===== src/rtl/alu_pkg_1210606.sv =====
// Shared types and constants for the sequenced ALU front-end.
package alu_pkg_1210606;

  localparam int OP_W = 3;

  typedef enum logic {
    IDLE  = 1'b0,
    DRIVE = 1'b1
  } state_t;

  function automatic int RES_W(input int n);
    return n + 2;
  endfunction

endpackage


===== src/rtl/res_fifo_1210606.sv =====
// Synchronous result FIFO; a push is taken on a full FIFO when a pop happens on the same edge.
module res_fifo_1210606 #(
  parameter int W     = 9,
  parameter int DEPTH = 4
) (
  input  logic                     clk,
  input  logic                     rst_n,
  input  logic                     push,
  input  logic                     pop,
  input  logic [W-1:0]             din,
  output logic [W-1:0]             dout,
  output logic                     full,
  output logic                     empty,
  output logic [$clog2(DEPTH):0]   fill
);

  localparam int AW = $clog2(DEPTH);
  localparam logic [AW:0] FULL_CNT = (AW+1)'(DEPTH);

  logic [W-1:0]  mem [DEPTH];
  logic [AW-1:0] wr_ptr;
  logic [AW-1:0] rd_ptr;
  logic          do_push;
  logic          do_pop;

  assign empty   = (fill == '0);
  assign full    = (fill == FULL_CNT);
  assign do_pop  = pop && !empty;
  assign do_push = push && (!full || do_pop);

  always_ff @(posedge clk or negedge rst_n) begin
    if (!rst_n) begin
      wr_ptr <= '0;
      rd_ptr <= '0;
      fill   <= '0;
    end else begin
      if (do_push) wr_ptr <= wr_ptr + AW'(1);
      if (do_pop)  rd_ptr <= rd_ptr + AW'(1);
      case ({do_push, do_pop})
        2'b10:   fill <= fill + (AW+1)'(1);
        2'b01:   fill <= fill - (AW+1)'(1);
        default: fill <= fill;
      endcase
    end
  end

  // Storage is data-only; validity is tracked by the pointers and fill.
  always_ff @(posedge clk) begin
    if (do_push) mem[wr_ptr] <= din;
  end

  // Empty FIFO presents zero so the head reads as a clean zero after reset.
  assign dout = empty ? '0 : mem[rd_ptr];

endmodule


===== src/rtl/alu_issue_1210606.sv =====
// Issues one command at a time to a combinational ALU, holds it for SETTLE cycles, queues the result.
module alu_issue_1210606
  import alu_pkg_1210606::*;
#(
  parameter int N      = 4,
  parameter int SETTLE = 1,
  parameter int DEPTH  = 4
) (
  input  logic                          clk,
  input  logic                          rst_n,
  input  logic                          in_valid,
  output logic                          in_ready,
  input  logic signed [N-1:0]           in_x,
  input  logic signed [N-1:0]           in_y,
  input  logic        [OP_W-1:0]        in_op,
  output logic signed [N-1:0]           alu_x,
  output logic signed [N-1:0]           alu_y,
  output logic        [OP_W-1:0]        alu_c,
  input  logic signed [RES_W(N)-1:0]    alu_o,
  output logic                          out_valid,
  input  logic                          out_ready,
  output logic signed [RES_W(N)-1:0]    out_result,
  output logic        [OP_W-1:0]        out_op,
  output logic                          out_zero,
  output logic                          out_neg,
  output logic [$clog2(DEPTH):0]        fill
);

  localparam int RW    = RES_W(N);
  localparam int FW    = RW + OP_W;
  localparam int CNT_W = (SETTLE > 1) ? $clog2(SETTLE) : 1;
  localparam logic [CNT_W-1:0] CNT_INIT = CNT_W'(SETTLE - 1);

  state_t           state;
  state_t           state_n;
  logic [CNT_W-1:0] cnt;
  logic             accept;
  logic             push;
  logic             pop;
  logic             full;
  logic             empty;
  logic [FW-1:0]    head;

  assign accept = in_valid && in_ready;
  assign pop    = out_valid && out_ready;
  // A full FIFO still takes the result when the head leaves on the same edge.
  assign push   = (state == DRIVE) && (cnt == '0) && (!full || pop);

  always_ff @(posedge clk or negedge rst_n) begin
    if (!rst_n) state <= IDLE;
    else        state <= state_n;
  end

  always_comb begin
    state_n  = state;
    in_ready = 1'b0;
    case (state)
      IDLE: begin
        in_ready = 1'b1;
        if (in_valid) state_n = DRIVE;
      end
      DRIVE: begin
        if (push) state_n = IDLE;
      end
      default: state_n = IDLE;
    endcase
  end

  // Operand hold registers and settle counter; operands only change on accept.
  always_ff @(posedge clk or negedge rst_n) begin
    if (!rst_n) begin
      alu_x <= '0;
      alu_y <= '0;
      alu_c <= '0;
      cnt   <= '0;
    end else if (accept) begin
      alu_x <= in_x;
      alu_y <= in_y;
      alu_c <= in_op;
      cnt   <= CNT_INIT;
    end else if (state == DRIVE && cnt != '0) begin
      cnt <= cnt - CNT_W'(1);
    end
  end

  res_fifo_1210606 #(
    .W     (FW),
    .DEPTH (DEPTH)
  ) u_fifo (
    .clk   (clk),
    .rst_n (rst_n),
    .push  (push),
    .pop   (pop),
    .din   ({alu_o, alu_c}),
    .dout  (head),
    .full  (full),
    .empty (empty),
    .fill  (fill)
  );

  assign out_valid  = !empty;
  assign out_result = head[FW-1:OP_W];
  assign out_op     = head[OP_W-1:0];
  assign out_zero   = (out_result == '0);
  assign out_neg    = out_result[RW-1];

endmodule


===== config.mk =====
export PLATFORM = sky130hd
export DESIGN_NAME = alu_issue_1210606
export DESIGN_NICKNAME = d
export VERILOG_FILES = /design/src/rtl/alu_pkg_1210606.sv /design/src/rtl/res_fifo_1210606.sv /design/src/rtl/alu_issue_1210606.sv
export SDC_FILE = /design/constraint.sdc
export NUM_CORES = 1
export LEC_CHECK = 0
export ABC_AREA = 1
export CORE_ASPECT_RATIO = 0.8
export CORE_UTILIZATION = 40
export DETAILED_ROUTE_END_ITERATION = 10
export HOLD_SLACK_MARGIN = 0.15
export PLACE_DENSITY = 0.69
export SLEW_MARGIN = 20
export SYNTH_ARGS = -nofsm -noshare
export SYNTH_HDL_FRONTEND = slang
export SYNTH_SLANG_ARGS = --single-unit

===== constraint.sdc =====
create_clock -name clk -period 2 [get_ports clk]
set_input_delay 0.2 -clock clk [delete_from_list [all_inputs] [get_ports clk]]
set_output_delay 0.2 -clock clk [all_outputs]
set_load 0.02 [all_outputs]

### Yosys cells after proc, flatten, opt, wreduce, memory -nomap -nowiden

Memory sizes are Yosys's and may differ from the RTL's.
Cells that the tools add are included.
W data, S select, Z words.

| cells by class | value |
|---|---|
| $add $sub $neg | 5 |
| multipliers | 0 |
| divide/modulo/power cells | 0 |
| order comparisons | 0 |
| equal/unequal tests | 3 |
| shifts and indexed selects | 0 |
| mux-type cells | 10 |
| bitwise operators | 2 |
| reductions and logical operators | 15 |

Operators with widths:

| kind | count |
|---|---|
| $mux W9 | 1 |
| $logic_and A1 B1 Y1 | 7 |
| $mux W1 | 7 |
| $logic_not A6 Y1 | 1 |
| $pmux W3 S2 | 1 |
| $add A2 B1 Y2 const B | 2 |
| $reduce_bool A2 Y1 | 2 |
| $add A3 B1 Y3 const B | 1 |
| $eq A3 B3 Y1 const B | 1 |
| $logic_not A3 Y1 | 1 |
| $sub A3 B1 Y3 const B | 1 |
| $eq A2 B1 Y1 const B | 1 |
| $eq A2 B2 Y1 const B | 1 |
| $logic_not A1 Y1 | 2 |
| $logic_or A1 B1 Y1 | 2 |
| $not A1 Y1 | 2 |
| $pmux W1 S2 | 1 |
| $sub A1 B1 Y1 const B | 1 |

| storage, ports and cells | value |
|---|---|
| register bits after elaboration | 20 |
| latch bits | 0 |
| bits in writable memories | 36 |
| memory bits (read-only) | 0 |
| output and inout bits | 27 |
| logic and storage cells | 44 |
| memories | 1 |

Memories:

| name | depth | bits a word | read ports | clocked after Yosys merged registers in | wr ports | RTL line | text |
|---|---|---|---|---|---|---|---|
| u_fifo.mem | 4 | 9 | 1 | 0 | 1 | res_fifo_1210606.sv:20 | `logic [W-1:0] mem [DEPTH];` |

### Depth between registers and ports, before layout

Gate-level depths: netlist of the first run.

| logic depth | value |
|---|---|
| word-level depth | 8 |
| mapped depth | 9 |

### By module

From an unflattened synthesis of the first run, not the netlist that was laid out.

| second synthesis, totals | value |
|---|---|
| cells, all modules | 225 |
| area, all modules | 2423.6 µm² |

By module, submodules not included:

| module | times used | cells an instance | area each (µm²) | sequential area each (µm²) |
|---|---|---|---|---|
| res_fifo_1210606 | 1 | 160 | 1853.0 | 1256.2 |
| alu_issue_1210606 | 1 | 65 | 570.5 | 325.3 |

### Worst setup path after synthesis of the first run

OpenSTA, ideal clock, no wires.

| path | value |
|---|---|
| path type | reg-to-reg |
| from | reg u_fifo.fill[0] |
| to | reg u_fifo.fill[2] |
| setup time | 0.133 ns |
| data arrival time | 1.800 ns |
| slack | 0.067 ns |
| cell stages (with the launch flop) | 10 |
| buffers on the path | 0 |
| path through | dfrtp_1 inv_1 nand4_1 nand3_2 ha_1 inv_1 fa_1 a21oi_1 o21ai_0 xnor2_1 |

| between the ends | value |
|---|---|
| longest elaborated chain between the ends | 8 |
| elaborated cells between the ends (all ways) | 16 |
| classes of those cells | add/sub: 2; eq/ne: 3; mux: 1; reduce/logical: 10 |

RTL lines:

| what | RTL line | text |
|---|---|---|
| start: declaration | res_fifo_1210606.sv:14 | `output logic [$clog2(DEPTH):0] fill` |
| start signal: assignment | res_fifo_1210606.sv:40 | `2'b10: fill <= fill + (AW+1)'(1);` |
| start signal: assignment | res_fifo_1210606.sv:41 | `2'b01: fill <= fill - (AW+1)'(1);` |
| start signal: assignment | res_fifo_1210606.sv:42 | `default: fill <= fill;` |
| $logic_not A3 Y1 | res_fifo_1210606.sv:26 | `assign empty = (fill == '0);` |
| $logic_not A1 Y1 | res_fifo_1210606.sv:28, alu_issue_1210606.sv:101 |  |
| $logic_and A1 B1 Y1 | alu_issue_1210606.sv:45 | `assign pop = out_valid && out_ready;` |
| $logic_or A1 B1 Y1 / $logic_and A1 B1 Y1 (equally long branches) | alu_issue_1210606.sv:47, res_fifo_1210606.sv:28 |  |
| $logic_and A1 B1 Y1 / $logic_or A1 B1 Y1 (equally long branches) | alu_issue_1210606.sv:47, res_fifo_1210606.sv:29 |  |
| $logic_and A1 B1 Y1 | res_fifo_1210606.sv:29 | `assign do_push = push && (!full \|\| do_pop);` |
| $eq A2 B1 Y1 / $eq A2 B2 Y1 (equally long branches) | res_fifo_1210606.sv:39 | `case ({do_push, do_pop})` |
| $pmux W3 S2 / $reduce_bool A2 Y1 (equally long branches) | -- |  |

Parallel ways exist; a longest one is shown, timed or not.
A chain may end at the register's enable or synchronous reset.

### Worst setup path in the final report of the first run

| path | value |
|---|---|
| from | reg u_fifo.rd_ptr[0] |
| to | out out_result[5] |

| between the ends | value |
|---|---|
| longest elaborated chain between the ends | 2 |

RTL lines:

| what | RTL line | text |
|---|---|---|
| start: declaration | res_fifo_1210606.sv:22 | `logic [AW-1:0] rd_ptr;` |
| start signal: assignment | res_fifo_1210606.sv:38 | `if (do_pop) rd_ptr <= rd_ptr + AW'(1);` |
| $mem_v2 Z4 W9 | -- |  |
| $mux W9 | res_fifo_1210606.sv:53 | `assign dout = empty ? '0 : mem[rd_ptr];` |
| end: declaration | alu_issue_1210606.sv:22 | `output logic signed [RES_W(N)-1:0] out_result,` |

Every way passes these cells.

==> results of run 1 <==
==> per-stage QoR <==
step | hold slack (ps) | std cells | total power [mW] | setup WS [ps] | setup TNS [ps]
2_1_floorplan | -95.6 | 208 | 3.53 | 66.9 | 0
3_3_place_gp | 486 | 338 | 4.62 | 72.6 | 0
3_5_place_dp | 492 | 338 | 4.68 | -2.40 | -2.40
4_1_cts | 243 | 346 | 5.13 | 13.2 | 0
5_1_grt | 271 | 346 | 5.48 | -24.2 | -24.2
6_report | 239 | 346 | 5.11 | 106 | 0
==> state kept, by name, indices dropped and copies added, names as in the netlist <==
name and count:
alu_x 4, state 1, alu_c 3, alu_y 4, u_fifo.mem 36, u_fifo.fill 3
cnt 1, u_fifo.rd_ptr 2, u_fifo.wr_ptr 2
==> logic make-up after synthesis <==
group | share of synthesized area, %
multiplexers | 5.13
AND/OR/NAND/NOR | 11.7
flip-flops | 65.5
adder cells (fa/ha/maj) | 3.42
buffers and inverters | 7.30
XOR/XNOR | 1.81
AO/OA/AOI/OAI | 5.18
==> layer usage <==
metal  up-vias  part of all wire (%)  track usage [%]
met5         -                     0                0
met4         0                   1.4             6.27
met3         7                   3.9             3.23
met2        36                    47             24.6
met1       760                    48             22.1
li1        795                     -                -
==> power by group through the flow <==
stage,Combinational (mW),Clock (mW),Sequential (mW)
floorplan,1.46,0,2.07
global placement,2.70,0,1.92
detailed placement,2.76,0,1.92
CTS,2.63,0.597,1.90
global route,2.88,0.639,1.96
finish,2.63,0.579,1.91
==> layout by cell type, fill, tap and decap left out <==
| cell type | n |
|---|---|
| ha_1 | 5 |
| nor3_4 | 1 |
| fa_2 | 1 |
| dfrtp_2 | 2 |
| nand3_2 | 1 |
| clkdlybuf4s15_1 | 1 |
| a21oi_2 | 1 |
| edfxtp_1 | 36 |
| nand4_1 | 1 |
| o21ai_1 | 3 |
| dlygate4sd2_1 | 8 |
| mux2_2 | 11 |
| clkbuf_1 | 2 |
| nand2_1 | 31 |
| nor3_1 | 1 |
| inv_2 | 4 |
| buf_4 | 11 |
| clkbuf_2 | 2 |
| nand3_1 | 7 |
| xor2_1 | 3 |
| buf_12 | 1 |
| dfrtp_1 | 18 |
| clkinv_2 | 1 |
| clkbuf_8 | 5 |
| xnor2_1 | 2 |
| clkdlybuf4s50_1 | 36 |
| o21ai_0 | 13 |
| a21oi_1 | 8 |
| inv_1 | 27 |
| nor2_1 | 25 |
==> cell type report <==
class                      instances  area [µm²]  share of cell area (%)
clock buffer                       7        76.3                    2.46
clock inverter                     1        5.00                   0.162
inverter                          31         116                    3.76
multi-input combinational        114         664                    21.5
sequential                        56        1580                    51.2
tap                               78        97.6                    3.15
timing repair buffer              59         553                    17.9
==> critical path, cell delays in order (launching register included) <==
cell and delay, ps:
dfrtp_1 410, inv_2 170, buf_12 150, o21ai_0 70, o21ai_1 120, nand2_1 70, inv_1 70, dlygate4sd2_1 330
==> worst max-delay path by stage <==
stage	from	end	slack, ps	cells after the start
detailed placement	out_ready	u_fifo.fill[2]	-2	9
global placement	out_ready	u_fifo.fill[2]	70	9
finish	u_fifo.rd_ptr[0]	out_result[5]	110	7
floorplan	u_fifo.fill[0]	u_fifo.fill[2]	70	9
CTS	u_fifo.rd_ptr[0]	out_zero	10	8
global route	u_fifo.rd_ptr[0]	out_result[5]	-20	7
==> timing repair <==
item,in CTS,in global routing
pin swaps,0,1
resized for setup,12,10
setup endpoints to repair,11,5
hold buffers,0,0
==> summary.md, run 1 <==
| Metric | Value |
|---|---|
| Clock transition at path regs | `approximately 90 ps` |
| Startpoint Class | `register` |
| CP Max Fanout | `10` |
| Largest cells by area after synthesis | `edfxtp_1 (45%), dfrtp_1 (21%), mux2_2 (5.1%)` |
| Final net count | `294` |
| Total leakage power | `1.31 nW` |
| Critical path endpoint category | `output pin` |
| # DRC | `0` |
| Max Root-Sink Buffers | `2` |
| PwrDens | `1650 nW/µm²` |
| Final WL | `4570 µm` |
| FF-to-FF path depth | `6` |
| Routability Congestion | `around 0.78` |
| Synthesized flop and latch total | `56` |
| Via count | `1,598` |
| Final Hold Viols | `0` |
| List of most frequent post-synthesis cells | `edfxtp_1 (36), nand2_1 (31), inv_1 (28)` |
| Clock Power Share | `11.3%` |
| Minimum clock period after layout | `1890 ps` |
| Io pins | `48` |
| Ys async rst share | `35.7%` |
| Initial Util | `42.8%` |
| Number of detailed-route iterations in the first pass | `4` |
| GRT Overall Usage | `15.9%` |
| Cell variety after synth | `21` |
| Slew @ Worst Pin | `515 ps` |
| CTS tree | `yes` |
| Wire length per cell | `13.2 µm` |
| Placed Area | `3030 µm²` |
| Post-layout util | `54.9%` |
| Final Max Tran Viols | `0` |
| Design area | `3100 µm²` |
| Area grow syn2layout | `28.2%` |
| ANT nets after route | `0` |
| Seq/Total Area, Yosys | `65.5%` |
| Total number of yosys warnings | `0` |
| Fill count | `514` |
| CTS sink cnt | `between 50 and 60` |
| Antenna cells | `0` |
| Num CTS Buffers | `5` |
| CTS H-Tree Depth | `2` |
| Cell accounting for the most synthesized area | `edfxtp_1` |
| Share of layout cells above drive strength 1 | `15.3%` |
| Req. time, crit path | `1800 ps` |
| Core area | `5650 µm²` |
| Setup slack, reg-to-reg | `170 ps` |
| Max Freq | `528 MHz` |
| Post-Syn Area | `around 2400 µm²` |
| Syn_area_per_cell | `11.6 µm²` |
| # setup viols final | `0` |
| Die area | `6360 µm²` |
| Worst Hold Class | `in2async` |
| Cell-internal power | `between 3 and 4 mW` |
| RSZ-0062 raised after global routing | `yes` |
| Gate power share | `51.4%` |
| Share of the synthesized area in the top cell type | `between 40 and 50%` |
| Number of synthesized flops with an enable pin | `36` |
| Max-slew headroom | `around two thirds` |
| Most common cell in the synthesized netlist | `edfxtp_1` |
| Setup CP Type | `reg2out` |
| Peak supply drop | `0.843 mV` |
| Die W | `about 89 µm` |
| Post-CTS Setup Bufs | `0` |
| Post-Syn Nets | `235` |
| Skew-Pair Late Insertion Delay | `300 ps` |
| Vias in the first global route | `1,546` |
| Reg-to-reg endpoint | `u_fifo.fill[1]` |
| 1st-iter DRT viols | `78` |
| Status | `finished, final reports clean` |
| Primary FF master, synth | `edfxtp_1` |
| Worst clock skew | `7.91 ps` |
| IO buf count | `47` |
| Critical R2R Launch | `u_fifo.fill[0]` |
| Via-to-Cell Ratio | `4.62` |
| Sw frac | `40.3%` |
| Arr. time, crit path | `1690 ps` |
| Largest net degree at the start of global routing | `21` |
| Die H | `71.5 µm` |
| DP HPWL | `3150 µm` |
| Antenna violations before repair | `0` |
| Grt total ovfl | `0` |
| Cell count after synthesis | `208` |
| Sw Pwr | `2.06 mW` |
| Sequential power share | `37.3%` |
| Max-cap violation count | `0` |
| Root buffer selected by CTS | `clkbuf_8` |
| Global-route wire length before repair | `between 7000 and 8000 µm` |
| Crit share post-route | `94.7%` |
| Num rows | `24` |
Note: power is estimated with default switching activity, not from simulation.
==> run 2, diff against run 1 <==
- PLACE_DENSITY: 0.69 -> 0.7
==> summary.md, run 2 (synthesized netlist as in run 1, its figures left out) <==
| Metric | Value |
|---|---|
| Critical Path, Cell by Cell | `inv_4, buf_4, o21ai_0, a21oi_1, dlygate4sd2_1 (was inv_2, buf_12, o21ai_0, o21ai_1, nand2_1, inv_1, dlygate4sd2_1)` |
| Post-CTS Hold Buffers | `0 (unchanged)` |
| Root buffer selected by CTS | `clkbuf_8 (unchanged)` |
| Peak supply drop | `0.834 mV (was 0.843 mV)` |
| Crit share post-route | `92.5% (was 94.7%)` |
| Total leakage power | `1.34 nW (was 1.31 nW)` |
| RSZ-0062 raised after global routing | `no (was yes)` |
| Die H | `71.5 µm (unchanged)` |
| Status | `finished, final reports clean (unchanged)` |
| WL met1 | `1980 µm (was 2190 µm)` |
| Num rows | `24 (unchanged)` |
| CTS H-Tree Depth | `2 (unchanged)` |
| Max Root-Sink Buffers | `2 (unchanged)` |
| Largest registers | `u_fifo.mem (36), alu_x (4), alu_y (4) (unchanged)` |
| Final Max Tran Viols | `0 (unchanged)` |
| Num CTS Buffers | `5 (unchanged)` |
| Skew-Pair Late Insertion Delay | `300 ps (about the same)` |
| Worst clock skew | `9.08 ps (was 7.91 ps)` |
| Placed Area | `3040 µm² (was 3030 µm²)` |
| Final TNS setup | `0 ps (unchanged)` |
| DP HPWL | `3040 µm (was 3150 µm)` |
| Max-slew headroom | `67.5% (was 65.6%)` |
| Crit path largest cell delay | `450 ps (was 410 ps)` |
| Design area | `3150 µm² (was 3100 µm²)` |
| Final Hold Viols | `0 (unchanged)` |
| CTS sink cnt | `56 (unchanged)` |
| Max-cap violation count | `0 (unchanged)` |
| CTS tree | `yes (unchanged)` |
| Top routing layer in use | `met4 (unchanged)` |
| Most flops, register | `u_fifo.mem (unchanged)` |
| Setup CP Type | `reg2out (unchanged)` |
| Startpoint Class | `register (unchanged)` |
| Routability Congestion | `0.852 (was 0.782)` |
| Fin cells | `350 (was 346)` |
| Max reg flops | `36 (unchanged)` |
| Multi-input combinational cell area | `658 µm² (was 664 µm²)` |
| Area grow syn2layout | `30.4% (was 28.2%)` |
| Worst Hold Class | `in2async (unchanged)` |
| Power, Total | `5.22 mW (was 5.11 mW)` |
| Share of layout cells above drive strength 1 | `15.8% (was 15.3%)` |
| Final net count | `298 (was 294)` |
| Most frequent cells in the layout | `clkdlybuf4s50_1 (36), edfxtp_1 (36), nand2_1 (31) (unchanged)` |
| WL met3 | `206 µm (was 180 µm)` |
| Met2 Routed Length | `2000 µm (was 2140 µm)` |
| Wire length per cell | `12.1 µm (was 13.2 µm)` |
| Post-CTS Setup Bufs | `0 (unchanged)` |
| 1st-iter DRT viols | `81 (was 78)` |
| Critical path endpoint category | `output pin (unchanged)` |
| Via count | `1,608 (was 1,598)` |
| Post-Place Cells | `341 (was 338)` |
| Final hold slack | `227 ps (was 239 ps)` |
| # DRC | `0 (unchanged)` |
| IO buf count | `47 (unchanged)` |
| Io pins | `48 (unchanged)` |
| Fill count | `535 (was 514)` |
| Antenna violations before repair | `0 (unchanged)` |
| Slew @ Worst Pin | `487 ps (was 515 ps)` |
| Clock transition at path regs | `90 ps (about the same)` |
| Slowest cell on crit path | `dfrtp_2 (was dfrtp_1)` |
| Via-to-Cell Ratio | `4.59 (was 4.62)` |
| Initial Util | `42.8% (unchanged)` |
| Number of detailed-route iterations in the first pass | `4 (unchanged)` |
| Largest net degree at the start of global routing | `21 (unchanged)` |
| Die W | `88.9 µm (unchanged)` |
| Vias in the first global route | `1,514 (was 1,546)` |
| # setup viols final | `0 (unchanged)` |
| Die area | `6360 µm² (unchanged)` |
| Max Freq | `541 MHz (was 528 MHz)` |
| Final WL | `4250 µm (was 4570 µm)` |
| PwrDens | `1660 nW/µm² (was 1650 nW/µm²)` |
| Req. time, crit path | `1800 ps (about the same)` |
| ANT nets after route | `0 (unchanged)` |
| Core area | `5650 µm² (unchanged)` |
| Global-route wire length before repair | `6910 µm (was 7330 µm)` |
| Register area | `1590 µm² (was 1580 µm²)` |
| Minimum clock period after layout | `1850 ps (was 1890 ps)` |
| CP Max Fanout | `15 (was 10)` |
| Antenna cells | `0 (unchanged)` |
| Grt total ovfl | `0 (unchanged)` |
| GRT Overall Usage | `15.0% (was 15.9%)` |
| Arr. time, crit path | `1650 ps (was 1690 ps)` |
[run 2: final timing paths]
kind                                       start             end  slack, ps  cells after the start
min in group clk                        in_valid             cnt        450                      2
worst min register to register          alu_y[1]        alu_y[1]        510                      1
max in group asynchronous                  rst_n  u_fifo.fill[0]       1540                      2
worst max register to register    u_fifo.fill[1]  u_fifo.fill[2]        200                      9
worst max-delay path            u_fifo.rd_ptr[0]       out_op[2]        150                      5
worst min-delay path                       rst_n        alu_c[1]        230                      2
[run 2: per-layer routing]
layer  up-vias  track usage [%]
met3         7             3.69
met2        43             23.6
met5         -                0
li1        801                -
met4         0             6.45
met1       757             20.0
[run 2: what timing repair did]
item,CTS,global route
gates resized for setup,15,5
cloned,0,1
setup endpoints to repair,11,5
[run 2: area by class of cell]
type | instances | share of cell area (%)
clock buffer | 6 | 2.62
clock inverter | 2 | 1.07
inverter | 31 | 3.77
multi-input combinational | 114 | 20.9
sequential | 56 | 50.3
tap | 78 | 3.10
timing repair buffer | 63 | 18.2
[run 2: worst max-delay path, delay by kind of cell (launching register included)]
kind	cells	cell delay [ps]
AO/OA/AOI/OAI	2	250
buffers and inverters	3	640
flip-flops	1	450
[run 2: metrics by stage]
stage,setup WS (ps),utilization (%)
global route,21.5,55.8
floorplan,66.9,-
finish,150,55.8
CTS,21.8,55.8
detailed placement,-15.6,53.8
global placement,-5.83,53.8
[run 2: report_power, final]
| group | total [mW] | internal [mW] | leakage, nW | switching [mW] |
|---|---|---|---|---|
| Clock | 0.735 | 0.403 | 0.0588 | 0.332 |
| Sequential | 1.91 | 1.70 | 0.562 | 0.213 |
| Combinational | 2.58 | 1.11 | 0.722 | 1.46 |
| Total | 5.22 | 3.21 | 1.34 | 2.01 |
